--- src/rtl/keypad_pkg.sv ---
// rtl/keypad_pkg.sv - shared types, column constants and frame classifier for the keypad scanner
package keypad_pkg;

    typedef logic [3:0] key_code_t;

    typedef enum logic [1:0] {
        ST_IDLE    = 2'd0,
        ST_CONFIRM = 2'd1,
        ST_EMIT    = 2'd2,
        ST_HOLD    = 2'd3
    } scan_state_t;

    typedef enum logic [1:0] {
        FR_NONE   = 2'd0,
        FR_SINGLE = 2'd1,
        FR_MULTI  = 2'd2
    } frame_kind_t;

    typedef struct packed {
        frame_kind_t kind;
        key_code_t   code;
    } frame_class_t;

    localparam logic [3:0] COL0 = 4'b1000;
    localparam logic [3:0] COL1 = 4'b0100;
    localparam logic [3:0] COL2 = 4'b0010;
    localparam logic [3:0] COL3 = 4'b0001;

    // Frame bit index is row*4 + column, so a lone set bit is directly the key code.
    function automatic frame_class_t classify(input logic [15:0] frame);
        frame_class_t res;
        int unsigned  ones;
        res.kind = FR_NONE;
        res.code = '0;
        ones     = 0;
        for (int i = 0; i < 16; i++) begin
            if (frame[i]) begin
                ones++;
                res.code = key_code_t'(i);
            end
        end
        if (ones == 1)
            res.kind = FR_SINGLE;
        else if (ones > 1)
            res.kind = FR_MULTI;
        return res;
    endfunction

endpackage

--- src/rtl/keypad_scan_ctrl_if.sv ---
// rtl/keypad_scan_ctrl_if.sv - key code valid/ready handshake bundle with producer and consumer views
interface keypad_scan_ctrl_if;
    import keypad_pkg::*;

    key_code_t key_code;
    logic      key_valid;
    logic      key_ready;
    logic      key_down;

    modport master (output key_code, output key_valid, output key_down, input key_ready);
    modport slave  (input key_code, input key_valid, input key_down, output key_ready);
endinterface

--- src/rtl/keypad_col_seq.sv ---
// rtl/keypad_col_seq.sv - one-hot column sequencer with per-column settle timer and sample strobe
module keypad_col_seq
    import keypad_pkg::*;
#(
    parameter int SETTLE_CYCLES = 27
) (
    input  logic       clk,
    input  logic       reset,
    output logic [3:0] columnas,
    output logic       sample,
    output logic [1:0] col_idx
);

    localparam logic [15:0] LAST_CYCLE = 16'(SETTLE_CYCLES - 1);

    logic [15:0] settle_cnt;

    // Strobe on the final clock of the column period, when rows have settled longest.
    assign sample = (settle_cnt == LAST_CYCLE);

    always_ff @(posedge clk) begin
        if (reset) begin
            settle_cnt <= '0;
            col_idx    <= '0;
        end else if (sample) begin
            settle_cnt <= '0;
            col_idx    <= col_idx + 2'd1;
        end else begin
            settle_cnt <= settle_cnt + 16'd1;
        end
    end

    always_comb begin
        columnas = COL0;
        case (col_idx)
            2'd1:    columnas = COL1;
            2'd2:    columnas = COL2;
            2'd3:    columnas = COL3;
            default: columnas = COL0;
        endcase
    end

endmodule

--- src/rtl/keypad_scan_ctrl.sv ---
// rtl/keypad_scan_ctrl.sv - 4x4 keypad scanner: frame capture, debounce FSM, code handshake
// Optional auto-repeat while a key is held is built only when KEYPAD_REPEAT_EN is defined.
module keypad_scan_ctrl
    import keypad_pkg::*;
#(
    parameter int CLK_HZ        = 27_000_000,
    parameter int SETTLE_CYCLES = 27,
    parameter int STABLE_FRAMES = 4,
    parameter int REPEAT_FRAMES = 64
) (
    input  logic                      clk,
    input  logic                      reset,
    input  logic [3:0]                rows,
    output logic [3:0]                columnas,
    keypad_scan_ctrl_if.master        key
);

    if (CLK_HZ < 1 || SETTLE_CYCLES < 2 || SETTLE_CYCLES > 65535 ||
        STABLE_FRAMES < 1 || STABLE_FRAMES > 15 || REPEAT_FRAMES < 1) begin : g_bad_param
        $error("keypad_scan_ctrl: parameter out of range");
    end

    localparam logic [3:0] STABLE_N = 4'(STABLE_FRAMES);

    logic         sample;
    logic [1:0]   col_idx;
    logic [3:0]   row_bits;
    logic [15:0]  frame_acc;
    logic [15:0]  frame;
    logic         frame_end;
    frame_class_t fc;
    logic         is_single;
    scan_state_t  state;
    key_code_t    cand;
    logic [3:0]   stable_cnt;
    logic [3:0]   cnt_inc;

    keypad_col_seq #(.SETTLE_CYCLES(SETTLE_CYCLES)) u_col_seq (
        .clk      (clk),
        .reset    (reset),
        .columnas (columnas),
        .sample   (sample),
        .col_idx  (col_idx)
    );

    // row_bits[r] is row r; row0 arrives on rows[3].
    assign row_bits = {rows[0], rows[1], rows[2], rows[3]};

    always_comb begin
        frame = frame_acc;
        for (int r = 0; r < 4; r++)
            frame[r*4 + int'(col_idx)] = row_bits[r];
    end

    assign frame_end = sample && (col_idx == 2'd3);
    assign fc        = classify(frame);
    assign is_single = (fc.kind == FR_SINGLE);
    assign cnt_inc   = (stable_cnt == 4'hF) ? stable_cnt : stable_cnt + 4'd1;
    assign key.key_down = (state == ST_EMIT) || (state == ST_HOLD);

`ifdef KEYPAD_REPEAT_EN
    localparam logic [15:0] REPEAT_N = 16'(REPEAT_FRAMES);
    logic [15:0] rep_cnt;
    logic [15:0] rep_inc;
    assign rep_inc = (rep_cnt == 16'hFFFF) ? rep_cnt : rep_cnt + 16'd1;
`endif

    always_ff @(posedge clk) begin
        if (reset) begin
            state         <= ST_IDLE;
            cand          <= '0;
            stable_cnt    <= '0;
            frame_acc     <= '0;
            key.key_code  <= '0;
            key.key_valid <= 1'b0;
`ifdef KEYPAD_REPEAT_EN
            rep_cnt       <= '0;
`endif
        end else begin
            if (sample)
                frame_acc <= frame;
            case (state)
                ST_IDLE: begin
                    if (frame_end && is_single) begin
                        cand <= fc.code;
                        if (STABLE_N == 4'd1) begin
                            state         <= ST_EMIT;
                            stable_cnt    <= '0;
                            key.key_code  <= fc.code;
                            key.key_valid <= 1'b1;
                        end else begin
                            state      <= ST_CONFIRM;
                            stable_cnt <= 4'd1;
                        end
                    end
                end
                ST_CONFIRM: begin
                    if (frame_end) begin
                        if (!is_single) begin
                            state      <= ST_IDLE;
                            stable_cnt <= '0;
                        end else if (fc.code != cand) begin
                            cand       <= fc.code;
                            stable_cnt <= 4'd1;
                        end else if (cnt_inc >= STABLE_N) begin
                            state         <= ST_EMIT;
                            stable_cnt    <= '0;
                            key.key_code  <= cand;
                            key.key_valid <= 1'b1;
                        end else begin
                            stable_cnt <= cnt_inc;
                        end
                    end
                end
                // Frames are ignored here; release is only tracked once the code is delivered.
                ST_EMIT: begin
                    if (key.key_valid && key.key_ready) begin
                        key.key_valid <= 1'b0;
                        state         <= ST_HOLD;
                        stable_cnt    <= '0;
`ifdef KEYPAD_REPEAT_EN
                        rep_cnt       <= '0;
`endif
                    end
                end
                ST_HOLD: begin
                    if (frame_end) begin
                        if (is_single && fc.code == key.key_code) begin
                            stable_cnt <= '0;
`ifdef KEYPAD_REPEAT_EN
                            if (!key.key_valid && rep_inc >= REPEAT_N) begin
                                state         <= ST_EMIT;
                                key.key_valid <= 1'b1;
                                rep_cnt       <= '0;
                            end else begin
                                rep_cnt <= rep_inc;
                            end
`endif
                        end else begin
`ifdef KEYPAD_REPEAT_EN
                            rep_cnt <= '0;
`endif
                            if (cnt_inc >= STABLE_N) begin
                                state      <= ST_IDLE;
                                stable_cnt <= '0;
                            end else begin
                                stable_cnt <= cnt_inc;
                            end
                        end
                    end
                end
                default: state <= ST_IDLE;
            endcase
        end
    end

endmodule

--- src/flat_wrapper.sv ---
// flat-port wrapper written by rule: the top's interface ports become plain ports
module keypad_scan_ctrl_flat import keypad_pkg::*;
#(
    parameter int CLK_HZ        = 27_000_000,
    parameter int SETTLE_CYCLES = 27,
    parameter int STABLE_FRAMES = 4,
    parameter int REPEAT_FRAMES = 64
)
  (clk, reset, rows, columnas, key_key_code, key_key_valid, key_key_down, key_key_ready);
  keypad_scan_ctrl_if key_i ();
  input  logic clk;
  input  logic reset;
  input  logic [3:0] rows;
  output logic [3:0] columnas;
  output wire logic [$bits(key_i.key_code)-1:0] key_key_code;
  output wire logic [$bits(key_i.key_valid)-1:0] key_key_valid;
  output wire logic [$bits(key_i.key_down)-1:0] key_key_down;
  input wire logic [$bits(key_i.key_ready)-1:0] key_key_ready;
  assign key_key_code = key_i.key_code;
  assign key_key_valid = key_i.key_valid;
  assign key_key_down = key_i.key_down;
  assign key_i.key_ready = key_key_ready;
  keypad_scan_ctrl #(.CLK_HZ(CLK_HZ), .SETTLE_CYCLES(SETTLE_CYCLES), .STABLE_FRAMES(STABLE_FRAMES), .REPEAT_FRAMES(REPEAT_FRAMES)) u_core (.clk(clk), .reset(reset), .rows(rows), .columnas(columnas), .key(key_i));
endmodule
--- config.mk ---
export PLATFORM = sky130hd
export DESIGN_NAME = keypad_scan_ctrl_flat
export DESIGN_NICKNAME = d
export VERILOG_FILES = /design/src/rtl/keypad_pkg.sv /design/src/rtl/keypad_scan_ctrl_if.sv /design/src/rtl/keypad_col_seq.sv /design/src/rtl/keypad_scan_ctrl.sv /design/src/flat_wrapper.sv
export SDC_FILE = /design/constraint.sdc
export NUM_CORES = 1
export LEC_CHECK = 0
export BUFFER_PORTS_ARGS = -buffer_cell sky130_fd_sc_hd__buf_2
export CAP_MARGIN = 20
export CORE_MARGIN = 8
export CORE_UTILIZATION = 46
export CTS_CLUSTER_DIAMETER = 40
export CTS_CLUSTER_SIZE = 20
export DETAILED_ROUTE_END_ITERATION = 7
export SLEW_MARGIN = 30
export SYNTH_ARGS = -nofsm -noshare
export SYNTH_HDL_FRONTEND = slang
export SYNTH_SLANG_ARGS = --single-unit
--- constraint.sdc ---
create_clock -name clk -period 11.31 [get_ports clk]
set_clock_uncertainty 0.05 [all_clocks]
set_input_delay 0.5655 -clock clk [delete_from_list [all_inputs] [get_ports clk]]
set_output_delay 0.5655 -clock clk [all_outputs]
set_load 0.01 [all_outputs]
== After elaboration in Yosys (flattened, before gate mapping) ==
Cells that the tools add are included.

* Register bits after elaboration: 49
* Output and inout bits: 10

* $add $sub $neg: 21
* Order comparisons: 10
* Eq/ne operators: 24
* Mux-type cells: 77
* Bitwise operators: 1
* Reductions and logical operators: 18

{| class="wikitable"
|+ Operators by type and width
! cell !! number
|-
| $mux W32 || 15
|-
| $add A32 B1 Y32 const B || 14
|-
| $ge A32 B1 Y1 const B || 3
|-
| $lt A32 B6 Y1 const B || 3
|-
| $mux W4 || 21
|-
| $bwmux W16 || 4
|-
| $eq A32 B1 Y1 const B || 1
|-
| $gt A32 B1 Y1 const B || 1
|-
| $mux W2 || 13
|-
| $add A16 B1 Y16 const B || 1
|-
| $eq A16 B5 Y1 const B || 1
|-
| $pmux W4 S4 || 1
|-
| $demux W1 S4 || 3
|-
| $mux W3 || 4
|-
| $ne A2 B1 Y1 const B || 6
|-
| $pmux W4 S3 || 1
|-
| $mux W1 || 11
|-
| $add A4 B2 Y5 const A || 2
|-
| $reduce_and A5 Y1 || 2
|-
| $eq A2 B2 Y1 const B || 4
|-
| $logic_and A1 B1 Y1 || 8
|-
| $ne A2 B2 Y1 const B || 4
|-
| $pmux W2 S4 || 1
|-
| $pmux W4 S2 || 1
|-
| 22 further kinds || 26
|}

== Logic depth before layout (Yosys ltp) ==
* Depth in word-level cells: 47
* Mapped depth: 63

== Hierarchy ==
A second synthesis with hierarchy kept.

* Cell total of the unflattened synthesis: 610
* Area total of the unflattened synthesis: 4892.2 um^2

{| class="wikitable"
|+ By module, submodules not included
! module !! times used !! cells each !! area each (um^2)
|-
| keypad_scan_ctrl || 1 || 514 || 3998.8
|-
| keypad_col_seq || 1 || 96 || 893.4
|}

== Worst setup path after synthesis ==
OpenSTA, ideal clock, no wires.

* Path type: flip-flop to flip-flop
* Start: register u_core.u_col_seq.col_idx[0]
* End: register u_core.cand[2]
* Library setup time: 0.091 ns
* Arrival time: 11.689 ns
* Data required time: 11.169 ns
* Setup slack: -0.520 ns
* Stages on the path, launching flop included: 60
* Path buffers: 4
* Clock period less this slack: 11.830 ns
* Path through: dfxtp_1 ha_1 buf_2 buf_1 mux2i_1 ha_1 buf_2 nand2b_1 a21oi_1 or2_2 o21a_1 ha_1 nand2_1 o31ai_1 a31o_2 ha_1 nand2b_1 a21oi_1 [... 24 more ...] ha_1 nor2_1 a31oi_1 ha_1 mux2i_1 inv_1 ha_1 nor2_1 a21oi_1 ha_1 nor3b_1 a2111o_1 o31a_1 or4_1 buf_2 nor4_4 a21oi_1 a311oi_1

* Longest elaborated chain between the ends: 46

{| class="wikitable"
|+ Ends and longest elaborated chain
! element !! line !! source
|-
| from (decl) || keypad_col_seq.sv:11 || <nowiki>output logic [1:0] col_idx</nowiki>
|-
| from (signal assigned) || keypad_col_seq.sv:27 || <nowiki>col_idx <= col_idx + 2'd1;</nowiki>
|-
| $add A3 B2 Y4 (tied with other cells) || keypad_scan_ctrl.sv:52 || <nowiki>frame[r*4 + int'(col_idx)] = row_bits[r];</nowiki>
|-
| $ge A32 B1 Y1 (not written as such) (tied with other cells) || keypad_scan_ctrl.sv:52 ||
|-
| $logic_and A1 B1 Y1 (not written as such) / $mux W1 (equally long branches) || keypad_scan_ctrl.sv:52 ||
|-
| $mux W1 (not written as such) / $demux W1 S2 (equally long branches) || n/a ||
|-
| $demux W1 S4 / $bwmux W16 (equally long branches) || n/a ||
|-
| $bwmux W16 (3 in a row) || keypad_scan_ctrl.sv:52 ||
|-
| $mux W1 || keypad_pkg.sv:37 || <nowiki>if (frame[i]) begin</nowiki>
|-
| $add A1 B1 Y2 || keypad_pkg.sv:38 || <nowiki>ones++;</nowiki>
|-
| [... 28 more ...] || n/a ||
|-
| $mux W32 || keypad_pkg.sv:37 ||
|-
| $gt A32 B1 Y1 || keypad_pkg.sv:44 || <nowiki>else if (ones > 1)</nowiki>
|-
| $mux W2 || keypad_pkg.sv:44 ||
|-
| $mux W2 || keypad_pkg.sv:42 || <nowiki>if (ones == 1)</nowiki>
|-
| $eq A2 B1 Y1 || keypad_scan_ctrl.sv:57 || <nowiki>assign is_single = (fc.kind == FR_SINGLE);</nowiki>
|-
| $logic_and A1 B1 Y1 || keypad_scan_ctrl.sv:84 || <nowiki>if (frame_end && is_single) begin</nowiki>
|-
| $ne A2 B1 Y1 (no source line) || n/a ||
|-
| $reduce_and A5 Y1 (no source line) || n/a ||
|-
| to (signal assigned) || keypad_scan_ctrl.sv:85 || <nowiki>cand <= fc.code;</nowiki>
|-
| to (signal assigned) || keypad_scan_ctrl.sv:103 || <nowiki>cand <= fc.code;</nowiki>
|-
| to (decl) || keypad_scan_ctrl.sv:34 || <nowiki>key_code_t cand;</nowiki>
|}

Parallel ways exist; a longest one is shown, timed or not. The select of a mux whose other input is x is not followed.
A chain may end at the register's enable or synchronous reset.

== Worst setup path after layout ==
* Start: register u_core.u_col_seq.col_idx[1]
* End: register u_core.cand[0]

Same word-level chain as after synthesis.

==> flow_summary.yaml <==
status:
  run_status: "complete, no violations"
grt:
  globalRouteTotalUtil: 0.165
  vias_in_the_first_global_route: 3941
  grt_max_degree: 39
  global_route_wire_length_before_repair_um: 18500
  grt_antenna_before_repair: 0
  grt_overflow: 0
place:
  place_hpwl_um: 8160
  finalWeightedCongestion: 0.838
  placedCellCount: 722
  dpl-instance-area_sq_um: 5040
  numPortBuffers: 16
logic_synthesis:
  netlist.top_cell.by_area: "dfxtp_1"
  synth-seq-cells: 49
  yosys_warnings: 0
  synth_area_leaders: "dfxtp_1 (21%), xnor2_1 (7.1%), ha_1 (6.4%)"
  postSynth.topFlopCell: "dfxtp_1"
  post_synth_inst_count: 575
  synth_area_per_cell_sq_um: 8.14
  yosysTopAreaCellShare: 0.210
  synth_edf_count: 0
  synth_area_sq_um: 4680
  post_synth_net_total: 606
  synth.yosys.seq_area_share: 0.210
  synth_cell_type_count: 78
  asyncSetResetFlopFracSynth: 0
sta:
  relative_slew_slack: 0.435
  timing.final.crit_period_ns: 10.87
  finalHoldWorstSlack_ns: 0.434
  timing.final.hold_violations: 0
  timing.final.setup_violations: 0
  tightest_slew_ns: 0.824
  setup_repair_after_global_routing_missed_its_margin: "yes"
  number_of_pins_exceeding_their_max_slew_limit_in_the_final_report: 0
  final_sum_of_negative_setup_slack_ns: 0
  final_worst_path_period_share: 0.961
  max_clock_freq_mhz: 92.0
die:
  coreArea_sq_um: 10100
  io_pins: 17
  core.rowCount: 37
  die_area_sq_um: 13700
  dieWidth_um: 117
  initial_utilization: 0.464
  die_height_um: 117
min_path:
  worstHoldPathType: "reg2reg"
setup_path:
  cp_max_fo: 5
  path_common_cell: "ha_4"
  worstSetupPathType: "reg2reg"
  worst_path_max_delay_cell: "or4_4"
  cpPeakStageDelay_ns: 0.48
  timing.critical_path.required_ns: 11.43
  timing.critical_path.to_type: "register"
  worstPathArrival_ns: 10.99
  kind_of_launch_point_of_the_worst_setup_path: "register"
power:
  sw_frac_of_total: 0.272
  leakage_uw: 0.00209
  power_per_cell_area_nw_per_um2: 73.0
  power.internal_uw: 297
  clock_power_share: 0.318
  fin_total_pwr_uw: 408
  power.sequential.fraction: 0.426
  power_switching_uw: 111
  worst_ir_drop_vdd_mv: 0.104
  power.share.combinational: 0.256
layout:
  final_layout_size_suffix_gt1_frac: 0.239
  signed_area_change_from_the_synthesized_netlist_to_the_final_layout_pct: 19.5
  fin_area_sq_um: 5590
  design.final.nets: 649
  commonest_cells_after_routing_fill_and_taps_aside: "nor2_1 (61), dfxtp_1 (47), nand2_1 (43)"
  fin_cells: 755
  most_common_library_cell_in_the_layout_ignoring_fill_and_taps: "nor2_1"
  fillCellCount: 956
  count_of_inserted_antenna_diode_cells: 0
clocking:
  cts_root_buffer: "clkbuf_8"
  clockBufferDepth: 2
  tritoncts.num_buffers: 5
  cts_tree: "yes"
  ctsHoldBuffers: 0
  cts.reportedPaths.clkPinSlew_ns: 0.09
  htreeDepth: 2
  cts_sinks: 49
  clkLatencyLatePin_ns: 0.31
route:
  drt_drc_violations_left: 0
  first_iter_violations: 236
  ant_nets: 0
  via_count: 4255
  count_of_tritonroute_iterations_in_the_first_routing_pass: 4
  drt_wl_total_um: 11100
  wire_per_inst_um: 14.7
  viasPerCell: 5.64
job:
  max_cap_violations: 0
## final timing paths
path	slack [ns]	cells after the start	startpoint	endpoint
setup reg to reg	0.44	61	u_core.u_col_seq.col_idx[1]	u_core.cand[0]
setup / recovery	0.44	61	u_core.u_col_seq.col_idx[1]	u_core.cand[0]
hold reg to reg	0.43	1	u_core.u_col_seq.settle_cnt[0]	u_core.u_col_seq.settle_cnt[0]
hold / removal	0.43	1	u_core.u_col_seq.settle_cnt[0]	u_core.u_col_seq.settle_cnt[0]
## cell type report
cell class	count	area, sq um	share of cell area
multi-input cells	480	3810	0.681
flip-flops and latches	49	986	0.176
repair buffers	61	430	0.0770
well taps	136	170	0.0304
clock buffers	7	86.3	0.0154
inverters	21	81.3	0.0145
clock inverters	1	30.0	0.00537
## state kept, by name, summed over array words and instances (netlist names), named ones only
register,cells
u_core.key.key_code,4
u_core.cand,4
u_core.stable_cnt,4
u_core.u_col_seq.col_idx,2
u_core.key.key_valid,1
u_core.state,1
u_core.frame_acc,16
u_core.u_col_seq.settle_cnt,16
## metrics by stage
| stage | setup slack, ns | util |
|---|---|---|
| global placement | -0.183 | 0.500 |
| CTS | 0.00367 | 0.518 |
| global route | -0.159 | 0.554 |
| floorplan | 0.00320 | - |
| finish | 0.444 | 0.554 |
| detailed placement | -0.331 | 0.500 |
## synthesized netlist by cell type (all sizes together) (3+ instances only)
library cell  instances
nor2                 65
dfxtp                49
nand2                47
xnor2                40
mux2i                29
o21ai                25
ha                   24
a21oi                23
inv                  21
nor3                 20
a211oi               19
xor2                 14
buf                  13
nand3                13
clkbuf               12
mux2                 12
nand2b               11
and2                 10
and3                  8
nand4                 8
nor4                  8
xnor3                 8
a31oi                 7
or3                   7
or2                   6
or4                   5
a2111o                4
a21boi                4
nor2b                 4
nor3b                 4
o211ai                4
nand3b                3
nor4b                 3
o21a                  3
o31ai                 3
## power groups by stage
stage | Clock (uW) | Sequential (uW) | Combinational (uW)
floorplan | 0 | 178 | 58.9
global placement | 0 | 178 | 71.0
detailed placement | 0 | 178 | 72.0
CTS | 137 | 174 | 78.0
global route | 142 | 174 | 114
finish | 130 | 174 | 104
## critical path: cells and delay by family, from the launching register on
family	cells	cell delay [ns]
AO/OA/AOI/OAI	17	2.59
AND/OR/NAND/NOR	16	2.25
adder cells (fa/ha/maj)	13	3.28
XOR/XNOR	2	0.43
buffers and inverters	9	0.86
multiplexers	4	0.93
flip-flops	1	0.35
## cells by family after synthesis
kind of cell / Yosys count / synth area share
xor gates and xnor gates: 63 / 0.150
muxes: 41 / 0.0941
DFF: 49 / 0.210
AOI/OAI and AO/OA: 126 / 0.192
and+or+nand+nor: 225 / 0.248
adders and majority gates: 25 / 0.0663
buffers and inverters: 46 / 0.0404
## metal layers
| layer | share of wire | wire length, um | vias up | GRT usage |
|---|---|---|---|---|
| li1 | - | - | 2177 | - |
| met1 | 0.49 | 5450 | 2031 | 0.216 |
| met2 | 0.48 | 5320 | 39 | 0.279 |
| met3 | 0.022 | 249 | 8 | 0.0200 |
| met4 | 0.010 | 115 | 0 | 0.0452 |
| met5 | 0 | 0 | - | 0 |
## timing repair
item                                    CTS  global route
endpoints found under the setup margin   15            15
pin swaps                                 3            35
setup buffers                             5            20
gates cloned                              1             0
resized for setup                         4            48
Note: power is estimated with default switching activity, not from simulation.
